--- config.mk ---
export PLATFORM = sky130hd
export DESIGN_NAME = bus_demux_reg
export DESIGN_NICKNAME = d
export VERILOG_FILES = /design/src/rtl/sap_bus_pkg.sv /design/src/rtl/demux_chan_reg.sv /design/src/rtl/bus_demux_reg.sv
export SDC_FILE = /design/constraint.sdc
export NUM_CORES = 1
export LEC_CHECK = 0
export ABC_AREA = 1
export CAP_MARGIN = 40
export CORE_MARGIN = 3
export CORE_UTILIZATION = 48
export CTS_BUF_LIST = sky130_fd_sc_hd__clkbuf_4 sky130_fd_sc_hd__clkbuf_8
export DETAILED_ROUTE_END_ITERATION = 16
export PLACE_DENSITY_LB_ADDON = 0.2
export SETUP_SLACK_MARGIN = 0.2
export SYNTH_ARGS = -nofsm -noshare
export SYNTH_HDL_FRONTEND = slang
export SYNTH_HIERARCHICAL = 1
export SYNTH_SLANG_ARGS = --single-unit
--- constraint.sdc ---
create_clock -name clk -period 1.9 [get_ports clk]
set_clock_uncertainty 0.15 [all_clocks]
set_input_delay 0.285 -clock clk [delete_from_list [all_inputs] [get_ports clk]]
set_output_delay 0.285 -clock clk [all_outputs]
set_load 0.01 [all_outputs]
--- src/rtl/sap_bus_pkg.sv ---
// Shared constants and types for the registered bus demultiplexer.
// Holds default sizing, the select-width helper and channel state encoding.
package sap_bus_pkg;

    localparam int WIDTH_DEF = 8;
    localparam int NCH_DEF   = 8;

    typedef enum logic {
        CH_EMPTY = 1'b0,
        CH_FULL  = 1'b1
    } chan_state_e;

    function automatic int clog2(input int n);
        int r;
        r = 0;
        for (int i = 0; i < 31; i++) begin
            if ((1 << i) < n) r = i + 1;
        end
        return r;
    endfunction

endpackage

--- src/rtl/demux_chan_reg.sv ---
// One demux output channel: a single-entry holding register.
// Refill is allowed in the same cycle the sink drains the entry.
module demux_chan_reg
    import sap_bus_pkg::*;
#(
    parameter int WIDTH = WIDTH_DEF
) (
    input  logic             clk,
    input  logic             clr_n,
    input  logic             wr_i,
    input  logic [WIDTH-1:0] data_i,
    input  logic             pop_i,
    output logic             writable_o,
    output logic             valid_o,
    output logic [WIDTH-1:0] data_o
);

    chan_state_e      state_q, state_d;
    logic [WIDTH-1:0] data_q, data_d;

    always_comb begin
        state_d = state_q;
        data_d  = data_q;
        if (wr_i) begin
            state_d = CH_FULL;
            data_d  = data_i;
        end else if (pop_i) begin
            state_d = CH_EMPTY;
        end
    end

    always_ff @(posedge clk or negedge clr_n) begin
        if (!clr_n) begin
            state_q <= CH_EMPTY;
            data_q  <= '0;
        end else begin
            state_q <= state_d;
            data_q  <= data_d;
        end
    end

    assign writable_o = (state_q == CH_EMPTY) | pop_i;
    assign valid_o    = (state_q == CH_FULL);
    assign data_o     = data_q;

endmodule

--- src/rtl/bus_demux_reg.sv ---
// Registered 1-to-NCH bus demultiplexer with broadcast and a sticky
// error flag for words addressed to a channel that does not exist.
module bus_demux_reg
    import sap_bus_pkg::*;
#(
    parameter  int WIDTH = WIDTH_DEF,
    parameter  int NCH   = NCH_DEF,
    localparam int SELW  = clog2(NCH)
) (
    input  logic                 clk,
    input  logic                 clr_n,
    input  logic [WIDTH-1:0]     in_data,
    input  logic [SELW-1:0]      sel,
    input  logic                 bcast,
    input  logic                 in_valid,
    output logic                 in_ready,
    output logic [NCH*WIDTH-1:0] out_data,
    output logic [NCH-1:0]       out_valid,
    input  logic [NCH-1:0]       out_ready,
    output logic                 err_sel
);

    logic [NCH-1:0] hit;
    logic [NCH-1:0] wr_ok;
    logic [NCH-1:0] wr_en;
    logic           sel_ok;
    logic           err_q, err_d;

    // Decoding against each real channel keeps out-of-range sel from aliasing.
    always_comb begin
        hit = '0;
        for (int k = 0; k < NCH; k++) begin
            if (sel == SELW'(k)) hit[k] = 1'b1;
        end
    end

    assign sel_ok = |hit;

    always_comb begin
        in_ready = 1'b1;
        if (bcast) begin
            in_ready = &wr_ok;
        end else if (sel_ok) begin
            in_ready = |(hit & wr_ok);
        end
    end

    assign wr_en = {NCH{in_valid & in_ready}}
                 & (bcast ? {NCH{1'b1}} : hit);

    assign err_d = err_q | (in_valid & ~bcast & ~sel_ok);

    always_ff @(posedge clk or negedge clr_n) begin
        if (!clr_n) begin
            err_q <= 1'b0;
        end else begin
            err_q <= err_d;
        end
    end

    assign err_sel = err_q;

    for (genvar g = 0; g < NCH; g++) begin : g_chan
        demux_chan_reg #(
            .WIDTH(WIDTH)
        ) u_chan (
            .clk       (clk),
            .clr_n     (clr_n),
            .wr_i      (wr_en[g]),
            .data_i    (in_data),
            .pop_i     (out_ready[g]),
            .writable_o(wr_ok[g]),
            .valid_o   (out_valid[g]),
            .data_o    (out_data[g*WIDTH +: WIDTH])
        );
    end

endmodule

==> flow_summary.yaml <==
run_status:
  status: "finished clean"
critical_path:
  critPathBufInv: 2
  worstPathCellList: "nand2_2 > nand4_1 > nand2_1 > nor2_1 > nand2_1 > nand2_1 > nand2_2 > nand2_4 > buf_4 > nor2_4 > buf_6 > nand2_1 > nand2_1"
  cp.arrival_ns: 2.00
  crit_fanout: 4
  critPathSlowestCell: "dfrtp_1"
  cp-start-kind: "flip-flop"
  end_kind: "flip-flop"
  worstPathRequired_ns: 2.03
  critical_path.max_stage_delay_ns: 0.41
  cpMostUsedCell: "nand2_1"
  cp_top_family: "simple AND/OR/NAND/NOR gates"
  r2r_slack_ns: 0.04
  path_class: "reg2reg"
logic_synthesis:
  ys_ff_latch: 73
  ys_seq_area_frac: 0.5989
  synthesis.area_mm2: 0.003050
  synth_common_cells: "215 x nand2_1, 73 x dfrtp_1, 14 x inv_1"
  syn_inst: 357
  yosys.area.top_type: "dfrtp_1"
  yosysTopAreaCellShare: 0.5989
  post-synth-top-count-cell: "nand2_1"
  synth_edf_count: 0
  synth.yosys.warnings: 6
  synthArstFlopShare: 1.000
  synth_nets: 380
  ys_dominant_reg_cell: "dfrtp_1"
  synth_cell_types: 16
  synthTopCellsByArea: "dfrtp_1 60%, nand2_1 26%, buf_6 4.1%, inv_1 1.7%, nand4_1 1.6%"
  synth.avg_cell_area_um2: 8.545
global_route:
  grt_start_max_net_pins: 44
  grt_first_pass_wirelength_mm: 14.51
  antenna_found_initial: 0
  globalRouteOverflowTotal: 0
  grt_pass1_vias: 2838
  track_usage: 0.2604
layout:
  fillers: 412
  layout-drive-gt1-share: 0.2604
  area_delta_synth_final_pct: 60.58
  nets: 522
  antenna_cells: 0
clocking:
  htree_levels: 3
  clk_latency_ns: 0.34
  cts_tree: "built"
  clk_path_buf_depth: 2
  cts.sinks: 73
  numCtsBuffers: 9
  root_buffer: "clkbuf_8"
  clk_pin_slew_worst_paths_ns: 0.08
placement:
  place_ws_ns: -0.6269
  port_buffers: 96
  post-dp-hpwl_mm: 6.106
  routabilityCongestion: 0.9044
pwr:
  p_per_area_mw_per_mm2: 1145
  ir_drop_uv: 721.5
  leakagePower_uw: 0.003124
min_path:
  hold_class: "in2reg"
detailed_routing:
  ant_nets: 0
  wl_mm: 9.448
  drc_errors: 0
  vias: 2921
  post_drt_wl_per_cell_um: 16.35
  avgViaCountPerCell: 5.054
  dr.first_iter.drc_count: 219
  first_pass_iters: 4
timing:
  finalCriticalPeriod_ns: 1.864
  fmax_mhz: 536.4
  maxSlewViolCount: 0
  setup_viol: 0
  maxSlewHeadroom: 0.5753
  fin_ws_ns: 0.03585
  worst_pin_slew_ns: 0.6351
  finalCritPeriodShare: 0.9811
  hold_viol_final: 0
  grt_setup_unrepaired: "yes"
  tns_ns: 0
floorplanning:
  dieWidth_um: 85.72
  initial_utilization: 0.5062
  io_pins: 97
  core_area_mm2: 0.006026
  rows: 28
  chipHeight_um: 85.72
  die-area_mm2: 0.007348
job:
  maxCapViolCount: 0
-- repair_timing --
action | in CTS | in global routing
gates resized for setup | 81 | 85
endpoints found under the setup margin | 95 | 118
endpoints found under the hold margin | 41 | 0
pin swaps | 40 | 40
buffers inserted | 11 | 2
hold buffers | 1 | 0
-- area by class of cell --
class	count	area, µm²	share of cell area
Clock buffer	10	131.4	0.02682
Clock inverter	5	81.33	0.01660
Inverter	25	113.9	0.02324
Multi-Input combinational cell	247	1185	0.2419
Sequential cell	73	1827	0.3729
Tap cell	75	93.84	0.01916
Timing Repair Buffer	143	1466	0.2994
-- cell usage in the layout (no fill, tap or decap) --
cell and n:
inv_2 3, buf_12 2, inv_4 8, clkbuf_8 9, nor2_8 1, dlymetal6s2s_1 45
clkbuf_4 1, clkinvlp_4 1, a21oi_1 2, nor2_1 3, nand4_1 8, dlygate4sd2_1 29
a31oi_1 1, nand2_4 3, clkinv_2 1, bufinv_16 2, dlygate4sd3_1 1, nor2_4 8
buf_4 32, clkinv_4 1, buf_6 15, nand3_2 1, nand3_1 1, nand2_2 43
dfrtp_1 73, o31ai_1 5, nand2_1 171, inv_1 14, clkdlybuf4s50_1 19
-- registers in the layout, indices dropped and copies added (netlist names) --
name	flops
g_chan.u_chan/data_o	64
g_chan.u_chan/valid_o	8
err_sel	1
-- through the flow --
step	area (µm²)	total power (µW)	hold WS, ns	util	std cells
finish	4898	5610	0.2182	0.8129	578
CTS	4664	5639	0.2132	0.7741	576
floorplan	3050	3014	-0.1606	-	357
global placement	4248	4242	0.1621	0.7049	549
detailed placement	4248	4303	0.1656	0.7049	549
global route	4898	5899	0.2384	0.8129	578
-- path summary, 6_finish.rpt --
| check | start | to | depth (start not counted) |
|---|---|---|---|
| setup / recovery | g_chan[5].u_chan/valid_o | g_chan[4].u_chan/data_o[6] | 13 |
| hold / removal | out_ready[5] | g_chan[5].u_chan/valid_o | 4 |
| setup reg to reg | g_chan[5].u_chan/valid_o | g_chan[4].u_chan/data_o[6] | 13 |
| hold reg to reg | err_sel | err_sel | 0 |
| max in group asynchronous | clr_n | g_chan[2].u_chan/data_o[1] | 3 |
| min in group asynchronous | clr_n | g_chan[3].u_chan/data_o[0] | 2 |
-- cells by family after synthesis --
logic type	count (synthesis)	synth area share
buffers and inverters	37	0.07260
AND/OR/NAND/NOR	239	0.3109
flip-flops	73	0.5989
AO/OA/AOI/OAI	8	0.01764
-- layer usage --
layer | up-vias | share of wire | GRT usage
li1 | 1368 | - | -
met1 | 1413 | 0.40 | 0.3424
met2 | 125 | 0.52 | 0.4287
met3 | 15 | 0.066 | 0.04227
met4 | 0 | 0.019 | 0.1108
met5 | - | 0 | 0
-- tightest hold or removal path: cells and delay by family --
kind | cells | cell delay [ns]
buf+inv | 2 | 0.25
simple gates | 2 | 0.15
-- power by group --
group	total (µW)	internal (µW)	switching (µW)
clock	1330	747	586
combinational	1980	1010	972
sequential	2300	2020	279
(Power assumes the default switching activity.)
